`src/rtl/switch_host_tx.sv`:
```
`default_nettype none
// ============================================================================
//  Module   : switch_host_tx
//  Purpose  : Host-side transmitter for one switch port. It buffers requests in
//             a FIFO and drives one-cycle ingress pulses with a programmable gap.
//  Revision : 1.0
// ============================================================================
module switch_host_tx #(
    parameter int                    DATA_WIDTH = 8,
    parameter int                    ADDR_WIDTH = 4,
    parameter logic [ADDR_WIDTH-1:0] PORT_ID    = 4'b0001,
    parameter int                    FIFO_DEPTH = 4,
    parameter int                    MIN_GAP    = 1
) (
    input  logic                          clk,
    input  logic                          rst,
    input  logic                          tx_en,
    input  logic                          req_valid,
    output logic                          req_ready,
    input  logic [ADDR_WIDTH-1:0]         req_target,
    input  logic [DATA_WIDTH-1:0]         req_data,
    output logic                          tx_valid,
    output logic [ADDR_WIDTH-1:0]         tx_source,
    output logic [ADDR_WIDTH-1:0]         tx_target,
    output logic [DATA_WIDTH-1:0]         tx_data,
    output logic [15:0]                   sent_cnt,
    output logic [7:0]                    drop_cnt,
    output logic [$clog2(FIFO_DEPTH):0]   fifo_level
);

    localparam int PW = $clog2(FIFO_DEPTH);
    localparam int GW = $clog2(MIN_GAP + 2);
    localparam logic [GW-1:0] c_gap_init = (MIN_GAP > 0) ? GW'(MIN_GAP - 1) : '0;

    typedef enum logic [1:0] {
        IDLE = 2'd0,
        SEND = 2'd1,
        GAP  = 2'd2
    } state_t;

    logic [ADDR_WIDTH-1:0] r_mem_target [FIFO_DEPTH];
    logic [DATA_WIDTH-1:0] r_mem_data   [FIFO_DEPTH];
    logic [PW-1:0]         r_wr_ptr;
    logic [PW-1:0]         r_rd_ptr;
    logic [PW:0]           r_count;

    state_t                r_state;
    state_t                w_state_nxt;
    logic [GW-1:0]         r_gap;
    logic [GW-1:0]         w_gap_nxt;

    logic w_full;
    logic w_empty;
    logic w_onehot;
    logic w_legal;
    logic w_accept;
    logic w_push;
    logic w_drop;
    logic w_can_launch;
    logic w_pop;

    assign w_full     = (r_count == (PW+1)'(FIFO_DEPTH));
    assign w_empty    = (r_count == '0);
    assign req_ready  = !w_full;
    assign fifo_level = r_count;
    assign tx_source  = PORT_ID;

    // A request is legal only when exactly one target bit is set and it is not our own port.
    assign w_onehot = (req_target != '0) && ((req_target & (req_target - 1'b1)) == '0);
    assign w_legal  = w_onehot && (req_target != PORT_ID);
    assign w_accept = req_valid && !w_full;
    assign w_push   = w_accept && w_legal;
    assign w_drop   = w_accept && !w_legal;

    assign w_can_launch = tx_en && !w_empty;

    always_ff @(posedge clk) begin
        if (w_push) begin
            r_mem_target[r_wr_ptr] <= req_target;
            r_mem_data[r_wr_ptr]   <= req_data;
        end
    end

    always_ff @(posedge clk or posedge rst) begin
        if (rst) begin
            r_wr_ptr <= '0;
            r_rd_ptr <= '0;
            r_count  <= '0;
            drop_cnt <= '0;
        end else begin
            if (w_push) r_wr_ptr <= r_wr_ptr + 1'b1;
            if (w_pop)  r_rd_ptr <= r_rd_ptr + 1'b1;
            case ({w_push, w_pop})
                2'b10:   r_count <= r_count + 1'b1;
                2'b01:   r_count <= r_count - 1'b1;
                default: r_count <= r_count;
            endcase
            if (w_drop && (drop_cnt != 8'hFF)) drop_cnt <= drop_cnt + 1'b1;
        end
    end

    // When the gap expires the FSM may launch directly, keeping throughput at 1/(1+MIN_GAP).
    always_comb begin
        w_state_nxt = r_state;
        w_gap_nxt   = r_gap;
        w_pop       = 1'b0;
        case (r_state)
            IDLE: begin
                if (w_can_launch) begin
                    w_pop       = 1'b1;
                    w_state_nxt = SEND;
                end
            end
            SEND: begin
                if (MIN_GAP > 0) begin
                    w_state_nxt = GAP;
                    w_gap_nxt   = c_gap_init;
                end else if (w_can_launch) begin
                    w_pop       = 1'b1;
                    w_state_nxt = SEND;
                end else begin
                    w_state_nxt = IDLE;
                end
            end
            GAP: begin
                if (r_gap != '0) begin
                    w_gap_nxt = r_gap - 1'b1;
                end else if (w_can_launch) begin
                    w_pop       = 1'b1;
                    w_state_nxt = SEND;
                end else begin
                    w_state_nxt = IDLE;
                end
            end
            default: w_state_nxt = IDLE;
        endcase
    end

    always_ff @(posedge clk or posedge rst) begin
        if (rst) begin
            r_state   <= IDLE;
            r_gap     <= '0;
            tx_valid  <= 1'b0;
            tx_target <= '0;
            tx_data   <= '0;
            sent_cnt  <= '0;
        end else begin
            r_state  <= w_state_nxt;
            r_gap    <= w_gap_nxt;
            tx_valid <= w_pop;
            if (w_pop) begin
                tx_target <= r_mem_target[r_rd_ptr];
                tx_data   <= r_mem_data[r_rd_ptr];
                sent_cnt  <= sent_cnt + 1'b1;
            end else begin
                tx_target <= '0;
                tx_data   <= '0;
            end
        end
    end

endmodule
`default_nettype wire
```
`config.mk`:
```
export PLATFORM = sky130hd
export DESIGN_NAME = switch_host_tx
export DESIGN_NICKNAME = d
export VERILOG_FILES = /design/src/rtl/switch_host_tx.sv
export SDC_FILE = /design/constraint.sdc
export NUM_CORES = 1
export LEC_CHECK = 0
export CAP_MARGIN = 20
export CORE_UTILIZATION = 40
export CTS_CLUSTER_DIAMETER = 150
export DETAILED_ROUTE_END_ITERATION = 7
export GPL_TIMING_DRIVEN = 0
export PLACE_DENSITY = 0.63
export SLEW_MARGIN = 20
export SYNTH_ARGS = -nofsm -noshare
export SYNTH_HDL_FRONTEND = slang
export SYNTH_SLANG_ARGS = --single-unit
```
`constraint.sdc`:
```
create_clock -name clk -period 3.2 [get_ports clk]
set_input_delay 0.48 -clock clk [delete_from_list [all_inputs] [get_ports clk]]
set_output_delay 0.48 -clock clk [all_outputs]
set_load 0.02 [all_outputs]
```
* Word-level counts from Yosys, hierarchy flattened *
Memory sizes are Yosys's and may differ from the RTL's.
Cells that the tools add are included.

word-level totals
  register bits after elaboration = 48
  bits in writable memories = 48
  input port bits = 16
  output and inout port bits = 45
  logic and storage cells = 64
  memories = 2

cells by class
  $add $sub $neg = 8
  equality and inequality tests = 10
  mux-type cells = 14
  bitwise gates (word level) = 1
  reduce and logical (&&, ||, !) cells = 19

memory list
  memory        depth  bits a word  rd ports  clocked after Yosys merged registers in  wr ports  line  source
  r_mem_data    4      8            1         0                                        1         42    logic [DATA_WIDTH-1:0] r_mem_data [FIFO_DEPTH];
  r_mem_target  4      4            1         0                                        1         41    logic [ADDR_WIDTH-1:0] r_mem_target [FIFO_DEPTH];

operators by type and width
  kind                   count
  $add 16x1->16 const B  1
  $add 8x1->8 const B    1
  $mux 8                 1
  $ne 8x8->1 const B     1
  $logic_and 1x1->1      7
  $mux 2                 3
  $ne 2x2->1 const B     3
  $pmux 2 s3             1
  $pmux 3 s2             1
  $reduce_bool 2->1      3
  $mux 1                 5
  $add 2x1->2 const B    2
  $and 4x4->4            1
  $eq 2x1->1 const B     2
  $eq 2x2->1 const B     2
  $logic_not 4->1        1
  $mux 4                 1
  $ne 4x1->1 const B     1
  $pmux 2 s2             1
  $reduce_and 2->1       2
  $reduce_bool 4->1      1
  $sub 4x1->4 const B    1
  $add 3x1->3 const B    1
  $eq 3x3->1 const B     1
  other kinds (6)        8

* Depth between registers and ports, before layout *
Gate-level depths: netlist of the first run.

  depth after elaboration = 8
  mapped depth = 13
  depth with buffers taken out = 11

* Worst setup path before layout of the first run *
OpenSTA, ideal clock, no wires.

  path kind = register to register
  start point = reg r_gap[0]
  end point = reg r_count[2], in the netlist fifo_level[2]
  library setup time = 0.080 ns
  arrival time = 2.422 ns
  required time = 3.120 ns
  setup slack = 0.698 ns
  stages on the path, launching flop included = 14
  buffers on the path = 2
  cell sequence = dfrtp_1 -> inv_1 -> ha_1 -> and2b_4 -> or3_1 -> buf_6 -> clkinv_2 -> buf_2 -> ha_1 -> inv_1 -> fa_1 -> xor2_1 -> nor2_1 -> xor2_1

between the ends
  cells in the longest elaborated chain, start to end = 5
  elaborated cells between the ends (all ways) = 7
  those cells by class = 2 x eq/ne; 3 x mux; 2 x reduce/logical

RTL lines
  what                                                    line  source
  start: declaration                                      49    logic [GW-1:0] r_gap;
  start signal: assignment                                149   r_gap <= w_gap_nxt;
  $reduce_bool 2->1 (*)                                   126   if (r_gap != '0) begin
  $mux 1 (*)                                              126
  $pmux 1 s2 (*)                                          107   case (r_state)
  net w_pop                                               60    logic w_pop;
  $eq 2x1->1 / $eq 2x2->1 (equally long branches)         93    case ({w_push, w_pop})
  $pmux 3 s2 / $reduce_bool 2->1 (equally long branches)  -
  end signal: assignment                                  94    2'b10: r_count <= r_count + 1'b1;
  end signal: assignment                                  95    2'b01: r_count <= r_count - 1'b1;
  end signal: assignment                                  96    default: r_count <= r_count;
  end: declaration                                        45    logic [PW:0] r_count;

Mark *: on every way through the listed nets, which the timed path passes. The rest lies on a longest branch.
A chain may end at the register's enable or synchronous reset.

* Worst setup path after layout of the first run *
Same ends and word-level chain as after synthesis.

==> results.md, run 1 <==
- Maximum vdd drop: 0.0003855 V
- Final setup margin: between 400 and 500 ps
- WS Path Type: reg -> reg
- Clk slew on worst S/H paths: 90 ps
- Die Width: 102.0 µm
- CTS tree: yes
- Final Max Slew Viols: 0
- Grt ovf: 0
- Root buffer cell: clkbuf_8
- Synthesis Warnings: 0
- Final period util: 0.8598
- Crit path max fanout: 11
- Main flop type after synthesis: edfxtp_1
- Antenna viol nets, final: 0
- Synth Instances: 256
- ANT cells: 0
- Status: finished, final reports clean
- Port Buffers: between 50 and 60
- Tot Pwr: between 3 and 4 mW
- Crit. End Element: flop
- Period minus WS final: 2751 ps
- Clock Path Buffers: 2
- Place WS: 172.7 ps
- Number of synthesized flops with an enable pin: 48
- # IOs: 61
- Vias: around 2200
- Clock buffer count from CTS: 9
- Worst hold slack: 462.8 ps
- Vias in the first global route: 2155
- # rows: 36
- M2 GR Usage: 0.2334
- P_leak: roughly 1.9 nW
- H-tree lvl count: 3
- First-pass GRT wire length: between 10 and 15 mm
- GR Util met1: 0.1714
- Global Route Usage Sum: 0.1411
- Initial antenna violation count: 0
- DRT Wirelength: 6.546 mm
- Post-synth ARST share: 0.5000
- Vias/cell: roughly 4.7
- Commonest non-fill, non-tap cell in the layout: clkdlybuf4s50_1
- Most frequent cells in the layout: clkdlybuf4s50_1 (56), dfrtp_1 (48), edfxtp_1 (48)
- Core footprint: 9729 µm²
- Non-filler cells in the finished layout: ~460
- Met3 usage: 0.02394
- Die area: 10400 µm²
- Syn-to-layout area delta: 24.12%
- Hold_buf cts: 0
- Drt first pass iters: 4
- Grt peak-use layer: met2
- Post-Route Utilization: 0.5102
- Synth Cell Area: 3999 µm²
- Netlist cell types: 42
- Final Setup Violations: 0
- Setup TNS: 0 ps
- Initial drt markers: 40
- Post-cts resize count: 0
- Post-DP HPWL: 4.463 mm
- Startpoint class of the critical path: flop
- Die H: 102.0 µm
- Initial core utilization: 0.4110
- Avg WL per Cell: 14.11 µm
- Worst-Margin Slew: 642.2 ps
- Worst EP required: 3490 ps
- # Max-Cap Violations: 0
- Fin area: 4964 µm²
- Worst hold path type: in -> async
- Largest net degree at the start of global routing: 29
- Cell area power density: 754.7 nW/µm²
- FF+latch count, synth: 96
- Worst R2R Setup Slack: 450 ps
- Hold Vio Cnt, Final: 0
- Worst-skew pair later-pin latency: 360 ps
- Final nets: between 300 and 400
- Fraction of layout cells with a size suffix above 1: 0.1480
- Clock skew: roughly 4.4 ps
- RSZ-0062 raised after global routing: no
- Dpl cells: around 450
- Register area share after synthesis: 0.6608
- Post-Syn Area per Cell: 15.62 µm²
- Worst rel slew slack: 0.5719
- Gpl congestion: between 0.7 and 0.8
- Clock Sinks: 96
- Max Fclk: 363.5 MHz
- WP data arrival: a little over 3000 ps
- Setup bufs post-CTS: 0
- DP Area: between 4000 and 5000 µm²
- DRC viols: 0
[metal layers]
metal / up-vias / part of all wire
li1: 1038 / -
met1: 1093 / 0.44
met2: 43 / 0.50
met3: 11 / 0.035
met4: 0 / 0.027
met5: - / 0
[critical path: stages (launching register included)]
cell and delay (ps):
dfrtp_1 410, inv_1 60, ha_1 170, and2b_4 210, or3_1 320, buf_6 150
clkinv_2 50, buf_2 240, ha_1 240, inv_1 60, fa_1 370, xor2_1 150
nor2_1 110, xor2_1 150
[path summary, 6_finish.rpt]
kind,from,endpoint,depth (start not counted)
setup / recovery,r_gap[0],fifo_level[2],13
hold / removal,rst,fifo_level[2],2
setup reg to reg,r_gap[0],fifo_level[2],13
hold reg to reg,sent_cnt[15],sent_cnt[15],1
max in group asynchronous,rst,tx_data[0],3
min in group clk,sent_cnt[15],sent_cnt[15],1
[cells in the mapped netlist, types with 3 or more instances]
master | number | area, µm²
dfrtp_1 | 48 | 1201
edfxtp_1 | 48 | 1441
xnor2_1 | 19 | 166.4
and2_1 | 16 | 100.1
nand2_1 | 15 | 56.30
inv_1 | 12 | 45.04
mux4_2 | 12 | 270.3
nand3_1 | 9 | 45.04
ha_1 | 8 | 100.1
nor2_1 | 8 | 30.03
xor2_1 | 8 | 70.07
nand4_1 | 5 | 31.28
buf_4 | 4 | 30.03
and3_1 | 3 | 18.77
buf_2 | 3 | 15.01
nor3_1 | 3 | 15.01
o21ai_0 | 3 | 15.01
[state kept, by name, indices dropped and copies added, names as in the netlist]
register / count
r_gap: 2
r_wr_ptr: 2
tx_data: 8
sent_cnt: 16
fifo_level: 3
drop_cnt: 8
tx_valid: 1
r_mem_target: 16
r_state: 2
r_rd_ptr: 2
r_mem_data: 32
tx_target: 4
[final cells by class]
class                   count  area [µm²]
plain buffers              10       75.07
clock buffers               9       123.9
clock inverters             7       86.33
fillers                   868        4766
inverters                  13       50.05
multi-input cells         139        1239
flip-flops and latches     96        2643
well taps                 133       166.4
repair buffers             57       580.6
[power breakdown]
part / total [mW] / internal (mW) / switching [mW]
sequential: 1.69 / 1.51 / 0.183
clock: 0.840 / 0.433 / 0.406
combinational: 1.21 / 0.630 / 0.584
total: 3.75 / 2.57 / 1.17
[kinds of logic after synthesis]
kind of cell | share of synthesized area
compound gates | 0.01502
xor+xnor | 0.06727
fa+ha+maj | 0.03004
buf+inv | 0.03128
flops | 0.6608
mux | 0.08104
other cells | 0.001878
simple gates | 0.1126
Power figures use the tool's default switching activity.
==> inputs of run 2 (changes only) <==
Settings changed: ABC_AREA set to 0, CTS_CLUSTER_SIZE set to 8, SKIP_LAST_GASP set to 1.
==> results of run 2 <==
The final DEF is identical to that of run 1; final timing and power are the same.
==> inputs of run 3 (changes only) <==
Settings changed: CORE_ASPECT_RATIO set to 2, CORE_UTILIZATION 40 to 57, PLACE_DENSITY 0.63 to 0.85.
Clock period 3.2 ns to 3.38 ns, I/O delays scaled along.
==> run 3 against run 2 <==
  * Global-route usage grew 8.3 points
  * Sequential power shrank 5%
  * Hold slack gained 21 ps
  * First-iteration DRC count grew to 3.1 times the previous value
  * Cell area grew 0.25%
  * Clock power grew 9.8%
  * Highest routed layer unchanged
==> results.md, run 3 (synthesis gave the netlist of run 1 again) <==
- ANT cells: 0 (unchanged)
- Vias/cell: 5.413 (was 4.709)
- Initial core utilization: 0.5992 (was 0.4110)
- Final Setup Violations: 0 (unchanged)
- Buf+Inv Stages, Crit Path: 5 (unchanged)
- Die Width: 61.23 µm (was 102.0 µm)
- Fraction of layout cells with a size suffix above 1: 0.1360 (was 0.1480)
- Worst R2R Setup Slack: 570 ps (was 450 ps)
- Clock buffer count from CTS: 9 (unchanged)
- Gpl congestion: 0.7729 (was 0.7002)
- Clk slew on worst S/H paths: 60 ps (was 90 ps)
- # Max-Cap Violations: 0 (unchanged)
- Final period util: 0.8308 (was 0.8598)
- Clock skew: 5.817 ps (was 4.394 ps)
- Maximum vdd drop: 0.0005341 V (was 0.0003855 V)
- Crit. End Element: flop (unchanged)
- Fillcell total: 429 (was 868)
- Antenna viol nets, final: 0 (unchanged)
- # IOs: 61 (unchanged)
- Initial antenna violation count: 0 (unchanged)
- Worst EP required: 3640 ps (was 3490 ps)
- Commonest non-fill, non-tap cell in the layout: clkdlybuf4s50_1 (unchanged)
- Final nets: 351 (unchanged)
- Period minus WS final: 2808 ps (was 2751 ps)
- Most frequent cells in the layout: clkdlybuf4s50_1 (56), dfrtp_1 (48), edfxtp_1 (48) (unchanged)
- Initial drt markers: 125 (was 40)
- Crit path max fanout: 11 (unchanged)
- Syn-to-layout area delta: 24.44% (was 24.12%)
- Setup TNS: 0 ps (unchanged)
- Port Buffers: 56 (unchanged)
- Largest net degree at the start of global routing: 27 (was 29)
- Avg WL per Cell: 16.56 µm (was 14.11 µm)
- Slowest CP cell: dfrtp_1 (unchanged)
- Footprint of the multi-input gates: 1239 µm² (unchanged)
- Cell area power density: 746.6 nW/µm² (was 754.7 nW/µm²)
- Tot Pwr: 3.715 mW (was 3.746 mW)
- CTS tree: yes (unchanged)
- Post-cts resize count: 0 (unchanged)
- H-tree lvl count: 3 (unchanged)
- WS Path Type: reg -> reg (unchanged)
- Core footprint: 6674 µm² (was 9729 µm²)
- Die H: 120.5 µm (was 102.0 µm)
- Vias: 2268 (was 2185)
- First-pass GRT wire length: 11.55 mm (was 10.72 mm)
- Worst hold path type: reg -> reg (was in -> async)
- Grt ovf: 0 (unchanged)
- Vias in the first global route: 2512 (was 2155)
- Clock Path Buffers: 2 (unchanged)
- Startpoint class of the critical path: flop (unchanged)
- Post-DP HPWL: 4.965 mm (was 4.463 mm)
- Status: finished, final reports clean (unchanged)
- Most flops, register: r_mem_data (unchanged)
- Largest registers: r_mem_data (32), r_mem_target (16), sent_cnt (16) (unchanged)
- Largest delay share family, worst path: adder cells (unchanged)
- Worst-skew pair later-pin latency: 340 ps (was 360 ps)
- Die area: 7375 µm² (was 10400 µm²)
- Worst stage delay on the critical path: 410 ps (about the same)
- Setup bufs post-CTS: 0 (unchanged)
- Hold Vio Cnt, Final: 0 (unchanged)
- Global Route Usage Sum: 0.2239 (was 0.1411)
- Max Fclk: 356.1 MHz (was 363.5 MHz)
- RSZ-0062 raised after global routing: no (unchanged)
- Clock Sinks: 96 (unchanged)
- Final Max Slew Viols: 0 (unchanged)
- Worst-Margin Slew: 653.1 ps (was 642.2 ps)
- Hold_buf cts: 0 (unchanged)
- Crit path cell chain: inv_1 > ha_1 > and2b_4 > or3_1 > buf_6 > clkinv_2 > buf_2 > ha_1 > inv_1 > fa_1 > xor2_1 > nor2_1 > xor2_1 (unchanged)
- DRT Wirelength: 6.938 mm (was 6.546 mm)
- DRC viols: 0 (unchanged)
- P_leak: 1.967 nW (was 1.939 nW)
- Sequential Area: 2643 µm² (unchanged)
- Drt first pass iters: 4 (unchanged)
- WP data arrival: 3070 ps (was 3040 ps)
- # rows: 42 (was 36)
- Root buffer cell: clkbuf_16 (was clkbuf_8)
- Worst rel slew slack: 0.5646 (was 0.5719)
- Max FFs per register: 32 (unchanged)
[run 3: per-layer routing]
metal  track usage  vias up  part of all wire
met5             0        -                 0
met2        0.3947       57              0.59
li1              -     1035                 -
met3       0.05989       20             0.034
met4        0.1193        0             0.033
met1        0.2257     1156              0.34
[run 3: final timing paths]
kind                       cells after the start       endpoint     start
max in group asynchronous                      3     tx_data[1]       rst
min in group asynchronous                      2  fifo_level[2]       rst
max                                           13  fifo_level[2]  r_gap[0]
max reg2reg                                   13  fifo_level[2]  r_gap[0]
min                                            2       r_gap[1]  r_gap[1]
min reg2reg                                    2       r_gap[1]  r_gap[1]
[run 3: final cells by class]
cell class / instances / share of cell area
Buffer: 10 / 0.01509
Clock inverter: 1 / 0.0007543
Clock buffer: 15 / 0.05381
Multi-Input combinational cell: 139 / 0.2489
Timing Repair Buffer: 57 / 0.1182
Sequential cell: 96 / 0.5311
Tap cell: 88 / 0.02213
Inverter: 13 / 0.01006
[run 3: worst register-to-register path, stage by stage (launching register included)]
cell	delay [ps]
dfrtp_1	410
inv_1	70
ha_1	190
and2b_4	220
or3_1	340
buf_6	150
clkinv_2	60
buf_2	220
ha_1	220
inv_1	60
fa_1	380
xor2_1	150
nor2_1	120
xor2_1	150
[run 3: through the flow]
step / setup slack (ps) / hold slack, ps / cell area (µm²) / util / instances
after floorplan: 878.2 / 449.8 / 4006 / - / 258
after global placement: 357.8 / 461.7 / 4677 / 0.7008 / 402
after detailed placement: 289.9 / 472.4 / 4705 / 0.7049 / 403
after CTS: 530.7 / 485.5 / 4976 / 0.7456 / 419
after global routing: 381.5 / 491.9 / 4976 / 0.7456 / 419
final: 571.9 / 483.4 / 4976 / 0.7456 / 419
[run 3: where the power goes]
group	internal [mW]	switching [mW]
clock network	0.538	0.385
registers	1.43	0.180
logic	0.604	0.576
total	2.57	1.14
